### src/rtl/control_fsm.sv
`default_nettype none
// ---------------------------------------------------------------------------
// control_fsm : multi-cycle fetch/decode/execute/memory controller, 16-bit core
// Revision    : 1.0
// ---------------------------------------------------------------------------
module control_fsm #(
    parameter int RST_CYCLES = 2,
    parameter int OPW        = 4
) (
    input  logic        clk,
    input  logic        reset,
    input  logic [15:0] instr,
    input  logic [3:0]  flags,
    input  logic        mem_ready,
    output logic        pc_reset,
    output logic        reg_reset,
    output logic        flag_reset,
    output logic        ir_load,
    output logic        pc_inc,
    output logic        pc_load,
    output logic        reg_write,
    output logic        wb_sel_mem,
    output logic [2:0]  alu_op,
    output logic        alu_src_imm,
    output logic        flag_write,
    output logic        mem_read,
    output logic        mem_write,
    output logic        halted,
    output logic        illegal
);

    typedef enum logic [2:0] {
        S_RST_SEQ = 3'd0,
        S_FETCH   = 3'd1,
        S_DECODE  = 3'd2,
        S_EXEC    = 3'd3,
        S_MEM     = 3'd4,
        S_HALT    = 3'd5
    } state_t;

    localparam int CNT_W = (RST_CYCLES < 2) ? 1 : $clog2(RST_CYCLES + 1);

    localparam logic [OPW-1:0] OP_ADD  = OPW'(1);
    localparam logic [OPW-1:0] OP_SUB  = OPW'(2);
    localparam logic [OPW-1:0] OP_AND  = OPW'(3);
    localparam logic [OPW-1:0] OP_OR   = OPW'(4);
    localparam logic [OPW-1:0] OP_XOR  = OPW'(5);
    localparam logic [OPW-1:0] OP_ADDI = OPW'(6);
    localparam logic [OPW-1:0] OP_LD   = OPW'(7);
    localparam logic [OPW-1:0] OP_ST   = OPW'(8);
    localparam logic [OPW-1:0] OP_B    = OPW'(9);
    localparam logic [OPW-1:0] OP_BZ   = OPW'(10);
    localparam logic [OPW-1:0] OP_BN   = OPW'(11);
    localparam logic [OPW-1:0] OP_BC   = OPW'(12);
    localparam logic [OPW-1:0] OP_RSV0 = OPW'(13);
    localparam logic [OPW-1:0] OP_RSV1 = OPW'(14);
    localparam logic [OPW-1:0] OP_HALT = OPW'(15);

    state_t           r_state;
    logic [CNT_W-1:0] r_cnt;
    logic [OPW-1:0]   r_op;

    // Operand fields and the V flag are consumed by the datapath only.
    logic unused_inputs;
    assign unused_inputs = ^{instr[15-OPW:0], flags[0]};

    always_ff @(posedge clk) begin
        if (!reset) begin
            r_state <= S_RST_SEQ;
            r_cnt   <= CNT_W'(RST_CYCLES);
        end else begin
            case (r_state)
                S_RST_SEQ: begin
                    r_cnt <= r_cnt - CNT_W'(1);
                    if (r_cnt == CNT_W'(1)) r_state <= S_FETCH;
                end
                S_FETCH:  if (mem_ready) r_state <= S_DECODE;
                S_DECODE: begin
                    r_op    <= instr[15 -: OPW];
                    r_state <= S_EXEC;
                end
                S_EXEC: begin
                    case (r_op)
                        OP_LD, OP_ST: r_state <= S_MEM;
                        OP_HALT:      r_state <= S_HALT;
                        default:      r_state <= S_FETCH;
                    endcase
                end
                S_MEM:    if (mem_ready) r_state <= S_FETCH;
                S_HALT:   r_state <= S_HALT;
                default:  r_state <= S_RST_SEQ;
            endcase
        end
    end

    always_comb begin
        pc_reset    = 1'b0;
        reg_reset   = 1'b0;
        flag_reset  = 1'b0;
        ir_load     = 1'b0;
        pc_inc      = 1'b0;
        pc_load     = 1'b0;
        reg_write   = 1'b0;
        wb_sel_mem  = 1'b0;
        alu_op      = 3'd0;
        alu_src_imm = 1'b0;
        flag_write  = 1'b0;
        mem_read    = 1'b0;
        mem_write   = 1'b0;
        halted      = 1'b0;
        illegal     = 1'b0;
        case (r_state)
            S_RST_SEQ: begin
                pc_reset   = 1'b1;
                reg_reset  = 1'b1;
                flag_reset = 1'b1;
            end
            S_FETCH: begin
                mem_read = 1'b1;
                ir_load  = mem_ready;
                pc_inc   = mem_ready;
            end
            S_EXEC: begin
                case (r_op)
                    OP_ADD, OP_SUB, OP_AND, OP_OR, OP_XOR: begin
                        reg_write  = 1'b1;
                        flag_write = 1'b1;
                        case (r_op)
                            OP_SUB:  alu_op = 3'd1;
                            OP_AND:  alu_op = 3'd2;
                            OP_OR:   alu_op = 3'd3;
                            OP_XOR:  alu_op = 3'd4;
                            default: alu_op = 3'd0;
                        endcase
                    end
                    OP_ADDI: begin
                        alu_src_imm = 1'b1;
                        reg_write   = 1'b1;
                        flag_write  = 1'b1;
                    end
                    OP_LD, OP_ST:     alu_src_imm = 1'b1;
                    OP_B:             pc_load = 1'b1;
                    OP_BZ:            pc_load = flags[3];
                    OP_BN:            pc_load = flags[2];
                    OP_BC:            pc_load = flags[1];
                    OP_RSV0, OP_RSV1: illegal = 1'b1;
                    default: ;
                endcase
            end
            S_MEM: begin
                if (r_op == OP_LD) begin
                    mem_read   = 1'b1;
                    reg_write  = mem_ready;
                    wb_sel_mem = mem_ready;
                end else begin
                    mem_write = 1'b1;
                end
            end
            S_HALT:  halted = 1'b1;
            default: ;
        endcase
    end

endmodule
`default_nettype wire

### config.mk
export PLATFORM = sky130hd
export DESIGN_NAME = control_fsm
export DESIGN_NICKNAME = d
export VERILOG_FILES = /design/src/rtl/control_fsm.sv
export SDC_FILE = /design/constraint.sdc
export NUM_CORES = 1
export LEC_CHECK = 0
export ABC_AREA = 1
export CAP_MARGIN = 20
export CORE_MARGIN = 3
export CORE_UTILIZATION = 38
export CTS_CLUSTER_DIAMETER = 80
export DETAILED_ROUTE_END_ITERATION = 10
export PLACE_DENSITY = 0.94
export SYNTH_ARGS = -nofsm -noshare
export SYNTH_HDL_FRONTEND = slang
export SYNTH_SLANG_ARGS = --single-unit
### constraint.sdc
create_clock -name clk -period 3.2 [get_ports clk]
set_input_delay 0.32 -clock clk [delete_from_list [all_inputs] [get_ports clk]]
set_output_delay 0.32 -clock clk [all_outputs]
set_load 0.05 [all_outputs]
==> qor.csv, run 1 <==
stage,metric,value,unit
floorplan,die_area,0.002150,mm^2
run_status,status,"complete, no violations",
final_layout,layout.cells.non_filler,135,
global_route,grt_pass1_vias,584,
setup_path,cp_slowest_cell,clkdlybuf4s50_1,
sta,setup_tns,0,ns
pwr,p_per_area,622.2,mW/mm^2
pwr,peakVddDrop,0.0004722,V
setup_path,worst-path-buf-inv,3,
floorplan,boundaryPins,40,
final_layout,area_delta_synth_final,45.66,%
clock_network,clk_latency,0.26,ns
yosys,yosys-top-cells-area,"edfxtp_1 19%, dfxtp_1 16%, nand2_1 15%, inv_1 8.5%, nor2_1 8.5%",
floorplan,fp.dieH,46.37,um
placed_design,globalplace.congestion,0.8102,
sta,worstMarginPinSlew,0.5071,ns
setup_path,slowest_delay,0.81,ns
setup_path,path_delay_family,buffers and inverters,
clock_network,cts_sinks,9,
clock_network,post_cts_buffers,0,
global_route,overflow,0,
clock_network,numCtsBuffers,3,
sta,hold_violations,0,
global_route,grt_first_pass_wirelength,2346,um
yosys,yosysSeqAreaShare,0.3556,
floorplan,start_util,0.4377,
yosys,synthCells,93,
yosys,synth_cell_types,20,
sta,min_period,2.491,ns
clock_network,cts_resized,0,
drt,met3_length,66,um
clock_network,holdBufCountCts,0,
sta,setup_viol,0,
yosys,ys_seq_elements,9,
final_layout,fillCellCount,138,
setup_path,worstSetupPathType,flip-flop to primary output,
yosys,syn_area_per_cell,6.660,um^2
placed_design,io_buffers,26,
global_route,grt_usage,0.1568,
floorplan,fp-row-count,13,
setup_path,crit_path_frequent_cell,inv_1,
floorplan,dieWidth,46.37,um
clock_network,h-tree-depth,1,
drt,drt_first_pass_iters,4,
setup_path,worstPathArrival,2.17,ns
placed_design,placedCellCount,131,
clock_network,cts_tree,built,
hold_path,min_path_type,flip-flop to flip-flop,
sta,hold-worst-slack,0.5221,ns
placed_design,hpwl,1187,um
drt,wl_met1,614,um
clock_network,cts-root-buf,clkbuf_4,
global_route,grt_max_degree,8,
drt,wirelength,1405,um
yosys,yosysWarnings,0,
drt,antenna_left,0,
floorplan,core-area,0.001415,mm^2
sta,max_freq,401.5,MHz
drt,drc_errors,0,
setup_path,crit_chain,"inv_1, nor2_2, nand2_1, inv_1, nand3_1, o21ai_1, clkdlybuf4s50_1",
final_layout,fin_nets,145,
pwr,leakage,0.0004004,uW
yosys,syn_nets,117,
drt,vias,668,
final_layout,drive_gt1_frac,0.07500,
drt,wl_per_cell,10.41,um
setup_path,worst_ep_required_time,2.88,ns
yosys,synth_top_area_frac,0.1939,
setup_path,worstPathMaxFanout,5,
flow_run,maxCapViolations,0,
final_layout,n_antenna_cell,0,
sta,drv_slew,0,
drt,dr.max_layer_used,met4,
sta,relSlewSlack,0.6609,
setup_path,start_kind,flip-flop,
final_layout,multi_input_area,320.3,um^2
final_layout,seq_area,220.2,um^2
yosys,synth_largest_area_cell,edfxtp_1,
clock_network,clockBufferDepth,2,
final_layout,utilization,0.6375,
sta,rsz0062_at_grt,no,
drt,drtIter0Drc,14,
yosys,syn_area,619.3,um^2
drt,via_per_inst,4.948,
setup_path,endpoint_kind,primary output,
sta,skew,0.005173,ns
global_route,grt_antenna_before_repair,0,
drt,met2_length,683,um
sta,timing.final.crit_share,0.7784,
clock_network,clk_pin_slew,0.06,ns
## cells by family after synthesis
family,synth area share
simple gates,0.4020
compound gates,0.08080
fa+ha+maj,0.02020
buf+inv,0.1273
xor+xnor,0.01414
flops,0.3556
## synth_stat cells
library cell	number
buf_4	3
xor2_1	1
nand3_1	8
inv_1	14
o21ai_1	1
nand4_1	2
a22oi_1	1
nor2_4	2
o211ai_1	1
edfxtp_1	4
a21oi_1	5
nor2_2	2
inv_2	1
o21ai_0	1
dfxtp_1	5
ha_1	1
nand2_1	24
nand2_2	1
nor4_1	2
nor2_1	14
## through the flow
stage | total power (uW) | cell area (um^2) | worst slack [ns]
floorplan | 407.4 | 619.3 | 0.7234
global placement | 471.1 | 875.8 | 0.9972
detailed placement | 478.8 | 875.8 | 0.9865
CTS | 567.4 | 902.1 | 0.7018
global route | 605.5 | 902.1 | 0.5251
finish | 561.3 | 902.1 | 0.7091
## power breakdown
part           leakage (uW)  switching, uW  internal [uW]
sequential        0.0000770           17.3            141
combinational      0.000308            210            108
clock             0.0000150           37.5           47.9
## flip-flops by register name, summed over array words and instances, names as in the netlist
name / flops
r_cnt: 2
r_state: 3
r_op: 4
## layout by cell type (no fill, tap or decap)
cell type        count
nor2_2               2
a22oi_1              1
nand4_1              2
xor2_1               1
edfxtp_1             4
clkdlybuf4s50_1     26
inv_2                1
nor2_4               2
nor4_1               2
nand3_1              8
o21ai_0              1
o211ai_1             1
a21oi_1              5
nand2_1             24
ha_1                 1
o21ai_1              1
clkbuf_1             1
nand2_2              1
inv_1               14
clkbuf_4             3
dfxtp_1              5
nor2_1              14
## final cells by class
class                           instances  area share
Timing Repair Buffer                   26      0.2885
Inverter                               15     0.06241
Clock buffer                            4     0.02913
Multi-Input combinational cell         66      0.3551
Tap cell                               15     0.02080
Sequential cell                         9      0.2441
## worst reg2reg max path, cell delays in order (launching register included)
cell      delay (ns)
edfxtp_1        0.46
nor2_1          0.31
nand2_1         0.15
nand3_1         0.11
nand3_1         0.07
nand2_1         0.06
a21oi_1         0.05
## layer usage
layer	track usage	vias to the layer above
li1	-	351
met1	0.1812	291
met2	0.2582	22
met3	0.01953	4
met4	0.1193	0
met5	0	-
## worst paths after layout
| kind | start | endpoint | slack [ns] | depth (start not counted) |
|---|---|---|---|---|
| worst max-delay path | r_op[2]$_DFFE_PP_ | reg_write | 0.71 | 7 |
| worst min register to register | r_cnt[1]$_SDFFE_PN1N_ | r_cnt[1]$_SDFFE_PN1N_ | 0.52 | 2 |
| worst min-delay path | r_cnt[1]$_SDFFE_PN1N_ | r_cnt[1]$_SDFFE_PN1N_ | 0.52 | 2 |
| worst max register to register | r_op[1]$_DFFE_PP_ | r_state[0]$_SDFFE_PN0P_ | 1.88 | 6 |
No activity file was read; power rests on OpenSTA's default activity.
==> run 2, diff against run 1 <==
--- a/config.mk
+++ b/config.mk
@@ -8,10 +8,10 @@
 export ABC_AREA = 1
 export CAP_MARGIN = 20
 export CORE_MARGIN = 3
-export CORE_UTILIZATION = 38
+export CORE_UTILIZATION = 35
 export CTS_CLUSTER_DIAMETER = 80
 export DETAILED_ROUTE_END_ITERATION = 10
-export PLACE_DENSITY = 0.94
+export PLACE_DENSITY = 0.88
 export SYNTH_ARGS = -nofsm -noshare
 export SYNTH_HDL_FRONTEND = slang
 export SYNTH_SLANG_ARGS = --single-unit
==> constraint.sdc (replaced) <==
create_clock -name clk -period 2.6 [get_ports clk]
set_input_delay 0.26 -clock clk [delete_from_list [all_inputs] [get_ports clk]]
set_output_delay 0.26 -clock clk [all_outputs]
set_load 0.05 [all_outputs]
==> run 2 against run 1 <==
  * Sequential power rose by 23%
  * Register-to-register slack got worse by 0.60 ns
  * Count of clock-buffer cells in the layout fell by 1
  * Sequential cell count unchanged
  * Routed wire length shrank 9.1%
  * Non-clock buffer count unchanged
  * Clock skew decreased by 0.0038 ns
  * Via count decreased by 3.9%
  * Power is 22% higher
  * Combinational power increased by 22%
  * Die area up 7.4%
  * Sequential share of layout area is 0.068 points lower
  * Critical path type unchanged
  * Critical endpoint is now alu_src_imm
  * Largest power group unchanged
==> qor.csv, run 2 (same netlist as run 1, synthesis figures left out) <==
stage,metric,value,unit,change
placed_design,io_buffers,26,,unchanged
final_layout,fin_nets,145,,unchanged
global_route,grt_first_pass_wirelength,2076,um,was 2346 um
final_layout,top_register,r_op,,unchanged
setup_path,cp_slowest_cell,clkdlybuf4s50_1,,unchanged
sta,rsz0062_at_grt,no,,unchanged
final_layout,area_delta_synth_final,46.06,%,was 45.66%
global_route,grt_usage,0.1287,,was 0.1568
placed_design,globalplace.congestion,0.8236,,was 0.8102
setup_path,start_kind,flip-flop,,unchanged
floorplan,boundaryPins,40,,unchanged
clock_network,h-tree-depth,1,,unchanged
sta,relSlewSlack,0.6639,,was 0.6609
sta,setup_tns,0,ns,unchanged
drt,antenna_left,0,,unchanged
setup_path,worst_ep_required_time,2.34,ns,was 2.88 ns
clock_network,cts_sinks,9,,unchanged
placed_design,hpwl,1065,um,was 1187 um
final_layout,layout_common_cells,"26 x clkdlybuf4s50_1, 24 x nand2_1, 14 x inv_1, 14 x nor2_1, 8 x nand3_1",,unchanged
setup_path,worstPathMaxFanout,6,,was 5
final_layout,largest_reg_flops,4,,unchanged
sta,worstMarginPinSlew,0.5026,ns,was 0.5071 ns
global_route,grt_antenna_before_repair,0,,unchanged
global_route,grt_max_degree,8,,unchanged
setup_path,r2r_slack,1.28,ns,was 1.88 ns
sta,max_freq,416.0,MHz,
setup_path,crit_start,r_op[1]$_DFFE_PP_,,was r_op[2]$_DFFE_PP_
clock_network,numCtsBuffers,3,,unchanged
clock_network,clk_pin_slew,0.06,ns,about the same
final_layout,drive_gt1_frac,0.08333,,was 0.07500
floorplan,start_util,0.3929,,was 0.4377
placed_design,placed_area,877.1,um^2,was 875.8 um^2
final_layout,fillCellCount,154,,was 138
clock_network,cts-root-buf,clkbuf_4,,unchanged
floorplan,core-area,0.001577,mm^2,was 0.001415 mm^2
setup_path,regToRegStartpoint,r_op[1]$_DFFE_PP_,,unchanged
final_layout,n_antenna_cell,0,,unchanged
pwr,p_per_area,757.8,mW/mm^2,was 622.2 mW/mm^2
setup_path,endpoint_kind,primary output,,unchanged
floorplan,die_area,0.002310,mm^2,was 0.002150 mm^2
setup_path,reg2regPathDepth,6,,unchanged
drt,drt_first_pass_iters,4,,unchanged
setup_path,worstSetupPathType,flip-flop to primary output,,unchanged
clock_network,holdBufCountCts,0,,unchanged
sta,skew,0.001416,ns,was 0.005173 ns
final_layout,post-route-cell-area,904.6,um^2,was 902.1 um^2
hold_path,min_path_type,flip-flop to flip-flop,,unchanged
setup_path,worstPathArrival,2.14,ns,was 2.17 ns
global_route,overflow,0,,unchanged
flow_run,maxCapViolations,0,,unchanged
drt,vias,642,,was 668
sta,drv_slew,0,,unchanged
floorplan,fp.dieH,48.07,um,was 46.37 um
floorplan,dieWidth,48.07,um,was 46.37 um
sta,setup_viol,0,,unchanged
drt,via_per_inst,4.721,,was 4.948
clock_network,clockBufferDepth,2,,unchanged
setup_path,timing.rr.end,r_state[0]$_SDFFE_PN0P_,,unchanged
clock_network,cts_resized,0,,unchanged
final_layout,reg_top3,"r_op (4), r_state (3), r_cnt (2)",,unchanged
setup_path,slowest_delay,0.81,ns,about the same
setup_path,crit_chain,"nor2_1, nand2_1, a21oi_1, clkdlybuf4s50_1",,"was inv_1, nor2_2, nand2_1, inv_1, nand3_1, o21ai_1, clkdlybuf4s50_1"
floorplan,fp-row-count,14,,was 13
drt,wl_per_cell,9.390,um,was 10.41 um
sta,hold_violations,0,,unchanged
clock_network,cts_tree,built,,unchanged
pwr,leakage,0.0004031,uW,was 0.0004004 uW
sta,timing.final.crit_share,0.9246,,
run_status,status,"complete, no violations",,unchanged
sta,min_period,2.404,ns,
clock_network,post_cts_buffers,0,,unchanged
setup_path,crit_path_end,alu_src_imm,,was reg_write
final_layout,mostFrequentLayoutCell,clkdlybuf4s50_1,,unchanged
pwr,peakVddDrop,0.0005371,V,was 0.0004722 V
drt,drtIter0Drc,11,,was 14
global_route,grt_pass1_vias,551,,was 584
drt,wirelength,1277,um,was 1405 um
drt,drc_errors,0,,unchanged
clock_network,clk_latency,0.25,ns,was 0.26 ns
run 2: worst min-delay path by stage:
stage | to | cells past startpoint | slack (ns) | start
2_1_floorplan | r_state[2]$_SDFFE_PN0P_ | 2 | 0.36 | reset
3_3_place_gp | r_cnt[1]$_SDFFE_PN1N_ | 2 | 0.50 | r_cnt[1]$_SDFFE_PN1N_
3_5_place_dp | r_cnt[1]$_SDFFE_PN1N_ | 2 | 0.49 | r_cnt[1]$_SDFFE_PN1N_
4_1_cts | r_cnt[1]$_SDFFE_PN1N_ | 2 | 0.51 | r_cnt[1]$_SDFFE_PN1N_
5_1_grt | r_op[1]$_DFFE_PP_ | 1 | 0.55 | instr[13]
6_report | r_cnt[1]$_SDFFE_PN1N_ | 2 | 0.51 | r_cnt[1]$_SDFFE_PN1N_
run 2: routing by layer:
metal,up-vias,part of all wire,GRT usage,wire length [um]
met3,2,0.060,0.02632,77
met4,0,0.0094,0.08065,12
met2,19,0.50,0.2164,637
met5,-,0,0,0
li1,352,-,-,-
met1,269,0.43,0.1471,549
run 2: final cells by class:
class | instances | area (um^2) | share of cell area
clock buffers | 3 | 22.52 | 0.02490
clock inverters | 1 | 5.005 | 0.005533
well taps | 16 | 20.02 | 0.02213
multi-input cells | 66 | 320.3 | 0.3541
repair buffers | 26 | 260.3 | 0.2877
flip-flops and latches | 9 | 220.2 | 0.2434
inverters | 15 | 56.30 | 0.06224
run 2: per-stage QoR:
stage,total power [uW],setup WS [ns],util,std cells,hold slack [ns]
floorplan,501.4,0.1834,-,93,0.3576
global placement,581.0,0.4846,0.5563,132,0.4957
detailed placement,584.5,0.4646,0.5563,132,0.4912
CTS,696.8,0.1822,0.5738,136,0.5114
global route,735.8,0.02591,0.5738,136,0.5485
finish,685.6,0.1961,0.5738,136,0.5053
run 2: critical path: cells and delay by family, from the launching register on:
| family | cells | cell delay [ns] |
|---|---|---|
| simple gates | 2 | 0.47 |
| flops | 1 | 0.45 |
| buf+inv | 1 | 0.81 |
| compound gates | 1 | 0.16 |
run 2: report_power, final:
part | internal [uW] | leakage (uW) | switching, uW
Sequential | 173 | 0.0000770 | 21.5
Combinational | 134 | 0.000308 | 255
Clock | 56.4 | 0.0000177 | 44.9
==> run 3, diff against run 2 <==
==> constraint.sdc (replaced) <==
create_clock -name clk -period 2.6 [get_ports clk]
set_input_delay 0.26 -clock clk [delete_from_list [all_inputs] [get_ports clk]]
set_output_delay 0.26 -clock clk [all_outputs]
set_load 0.1 [all_outputs]
==> run 3 against run 2 <==
  * Combinational power up 37%
  * Non-clock buffer count unchanged
  * Power up 21%
  * Count of clock-buffer cells in the layout unchanged
  * Critical path type unchanged
  * Largest cell class unchanged
  * Largest power group unchanged
==> qor.csv, run 3 (same netlist as run 1, synthesis figures left out) <==
stage,metric,value,unit,change
clock_network,cts-root-buf,clkbuf_4,,unchanged
floorplan,dieWidth,48.07,um,unchanged
floorplan,die_area,0.002310,mm^2,unchanged
final_layout,mostFrequentLayoutCell,nand2_1,,was clkdlybuf4s50_1
global_route,grt_pass1_vias,570,,was 551
drt,vias,675,,was 642
sta,setup_viol,0,,unchanged
clock_network,h-tree-depth,1,,unchanged
drt,wirelength,1383,um,was 1277 um
sta,relSlewSlack,0.7549,,was 0.6639
placed_design,io_buffers,26,,unchanged
pwr,peakVddDrop,0.001004,V,was 0.0005371 V
final_layout,top_register,r_op,,unchanged
global_route,grt_usage,0.1286,,was 0.1287
global_route,grt_antenna_before_repair,0,,unchanged
clock_network,clk_latency,0.26,ns,was 0.25 ns
clock_network,numCtsBuffers,3,,unchanged
placed_design,post-place-ws,0.9492,ns,was 0.4646 ns
final_layout,reg_top3,"r_op (4), r_state (3), r_cnt (2)",,unchanged
pwr,p_per_area,946.2,mW/mm^2,was 757.8 mW/mm^2
pwr,leakage,0.0004329,uW,was 0.0004031 uW
final_layout,layout_common_cells,"24 x nand2_1, 17 x buf_4, 14 x inv_1",,"was 26 x clkdlybuf4s50_1, 24 x nand2_1, 14 x inv_1, 14 x nor2_1, 8 x nand3_1"
setup_path,crit_start,r_op[1]$_DFFE_PP_,,unchanged
setup_path,worst_ep_required_time,2.34,ns,about the same
setup_path,worstSetupPathType,flip-flop to primary output,,unchanged
drt,drc_errors,0,,unchanged
drt,antenna_left,0,,unchanged
drt,via_per_inst,4.963,,was 4.721
final_layout,fin_nets,145,,unchanged
setup_path,worstPathMaxFanout,6,,unchanged
final_layout,drive_gt1_frac,0.2500,,was 0.08333
clock_network,clockBufferDepth,2,,unchanged
final_layout,fillCellCount,150,,was 154
hold_path,min_path_type,flip-flop to flip-flop,,unchanged
sta,timing.final.crit_share,0.7478,,was 0.9246
floorplan,boundaryPins,40,,unchanged
run_status,status,"complete, no violations",,unchanged
clock_network,holdBufCountCts,0,,unchanged
setup_path,crit_chain,"nor2_1, nand2_1, a21oi_1, buf_4",,"was nor2_1, nand2_1, a21oi_1, clkdlybuf4s50_1"
global_route,grt_max_degree,8,,unchanged
clock_network,clk_pin_slew,0.06,ns,about the same
final_layout,largest_reg_flops,4,,unchanged
sta,skew,0.007281,ns,was 0.001416 ns
placed_design,globalplace.congestion,0.7671,,was 0.8236
setup_path,regToRegStartpoint,r_op[1]$_DFFE_PP_,,unchanged
drt,drt_first_pass_iters,4,,unchanged
final_layout,area_delta_synth_final,41.62,%,was 46.06%
flow_run,maxCapViolations,0,,unchanged
setup_path,endpoint_kind,primary output,,unchanged
clock_network,cts_tree,built,,unchanged
sta,finalWorstSetupSlack,0.6558,ns,was 0.1961 ns
drt,drtIter0Drc,18,,was 11
sta,hold_violations,0,,unchanged
clock_network,cts_resized,0,,unchanged
placed_design,hpwl,1133,um,was 1065 um
sta,rsz0062_at_grt,no,,unchanged
final_layout,n_antenna_cell,0,,unchanged
floorplan,fp-row-count,14,,unchanged
setup_path,slowest_delay,0.46,ns,was 0.81 ns
pwr,total_power,829.9,uW,was 685.6 uW
sta,min_period,1.944,ns,was 2.404 ns
setup_path,worstPathArrival,1.68,ns,was 2.14 ns
hold_path,holdCritStartpoint,r_cnt[1]$_SDFFE_PN1N_,,unchanged
floorplan,start_util,0.3929,,unchanged
drt,wl_per_cell,10.17,um,was 9.390 um
global_route,grt_first_pass_wirelength,2049,um,was 2076 um
global_route,overflow,0,,unchanged
clock_network,cts_sinks,9,,unchanged
sta,max_freq,514.3,MHz,was 416.0 MHz
setup_path,start_kind,flip-flop,,unchanged
floorplan,fp.dieH,48.07,um,unchanged
clock_network,post_cts_buffers,0,,unchanged
setup_path,worst-path-buf-inv,1,,unchanged
sta,drv_slew,0,,unchanged
setup_path,cp_slowest_cell,edfxtp_1,,was clkdlybuf4s50_1
sta,worstMarginPinSlew,0.3664,ns,was 0.5026 ns
floorplan,core-area,0.001577,mm^2,unchanged
setup_path,path_delay_family,simple AND/OR/NAND/NOR gates,,was buffers and inverters
-- run 3: metal layers --
metal | GRT usage | up-vias | routed length (um)
li1 | - | 349 | -
met1 | 0.1242 | 303 | 560
met2 | 0.2401 | 21 | 734
met3 | 0.03383 | 2 | 76
met4 | 0.07527 | 0 | 12
met5 | 0 | - | 0
-- run 3: worst paths after layout --
path	end	slack [ns]	depth (start not counted)
setup / recovery	alu_src_imm	0.66	4
hold / removal	r_cnt[1]$_SDFFE_PN1N_	0.50	2
setup reg to reg	r_state[0]$_SDFFE_PN0P_	1.24	6
hold reg to reg	r_cnt[1]$_SDFFE_PN1N_	0.50	2
-- run 3: area by class of cell --
type / count / area, um^2 / share of cell area
Inverter: 15 / 56.30 / 0.06419
Tap cell: 16 / 20.02 / 0.02282
Clock inverter: 1 / 5.005 / 0.005706
Timing Repair Buffer: 26 / 217.7 / 0.2482
Multi-Input combinational cell: 66 / 335.3 / 0.3823
Clock buffer: 3 / 22.52 / 0.02568
Sequential cell: 9 / 220.2 / 0.2511
-- run 3: metrics by stage --
| stage | TNS [ns] | std cells | hold WS [ns] | area, um^2 | util |
|---|---|---|---|---|---|
| global route | 0 | 136 | 0.5403 | 877.1 | 0.5563 |
| finish | 0 | 136 | 0.5044 | 877.1 | 0.5563 |
| floorplan | -0.02380 | 93 | 0.3576 | 634.4 | - |
| detailed placement | 0 | 132 | 0.4940 | 849.6 | 0.5389 |
| CTS | 0 | 136 | 0.5078 | 877.1 | 0.5563 |
| global placement | 0 | 132 | 0.4905 | 849.6 | 0.5389 |
-- run 3: power by group --
group | internal (uW) | switching (uW)
Sequential | 173 | 22.9
Clock | 56.5 | 45.5
Combinational | 119 | 413
Total | 349 | 481
-- run 3: tightest hold or removal path: cells and delay by family, from the launching register on --
family | cells | cell delay, ns
AO/OA/AOI/OAI | 1 | 0.09
buffers and inverters | 1 | 0.06
flip-flops | 1 | 0.29
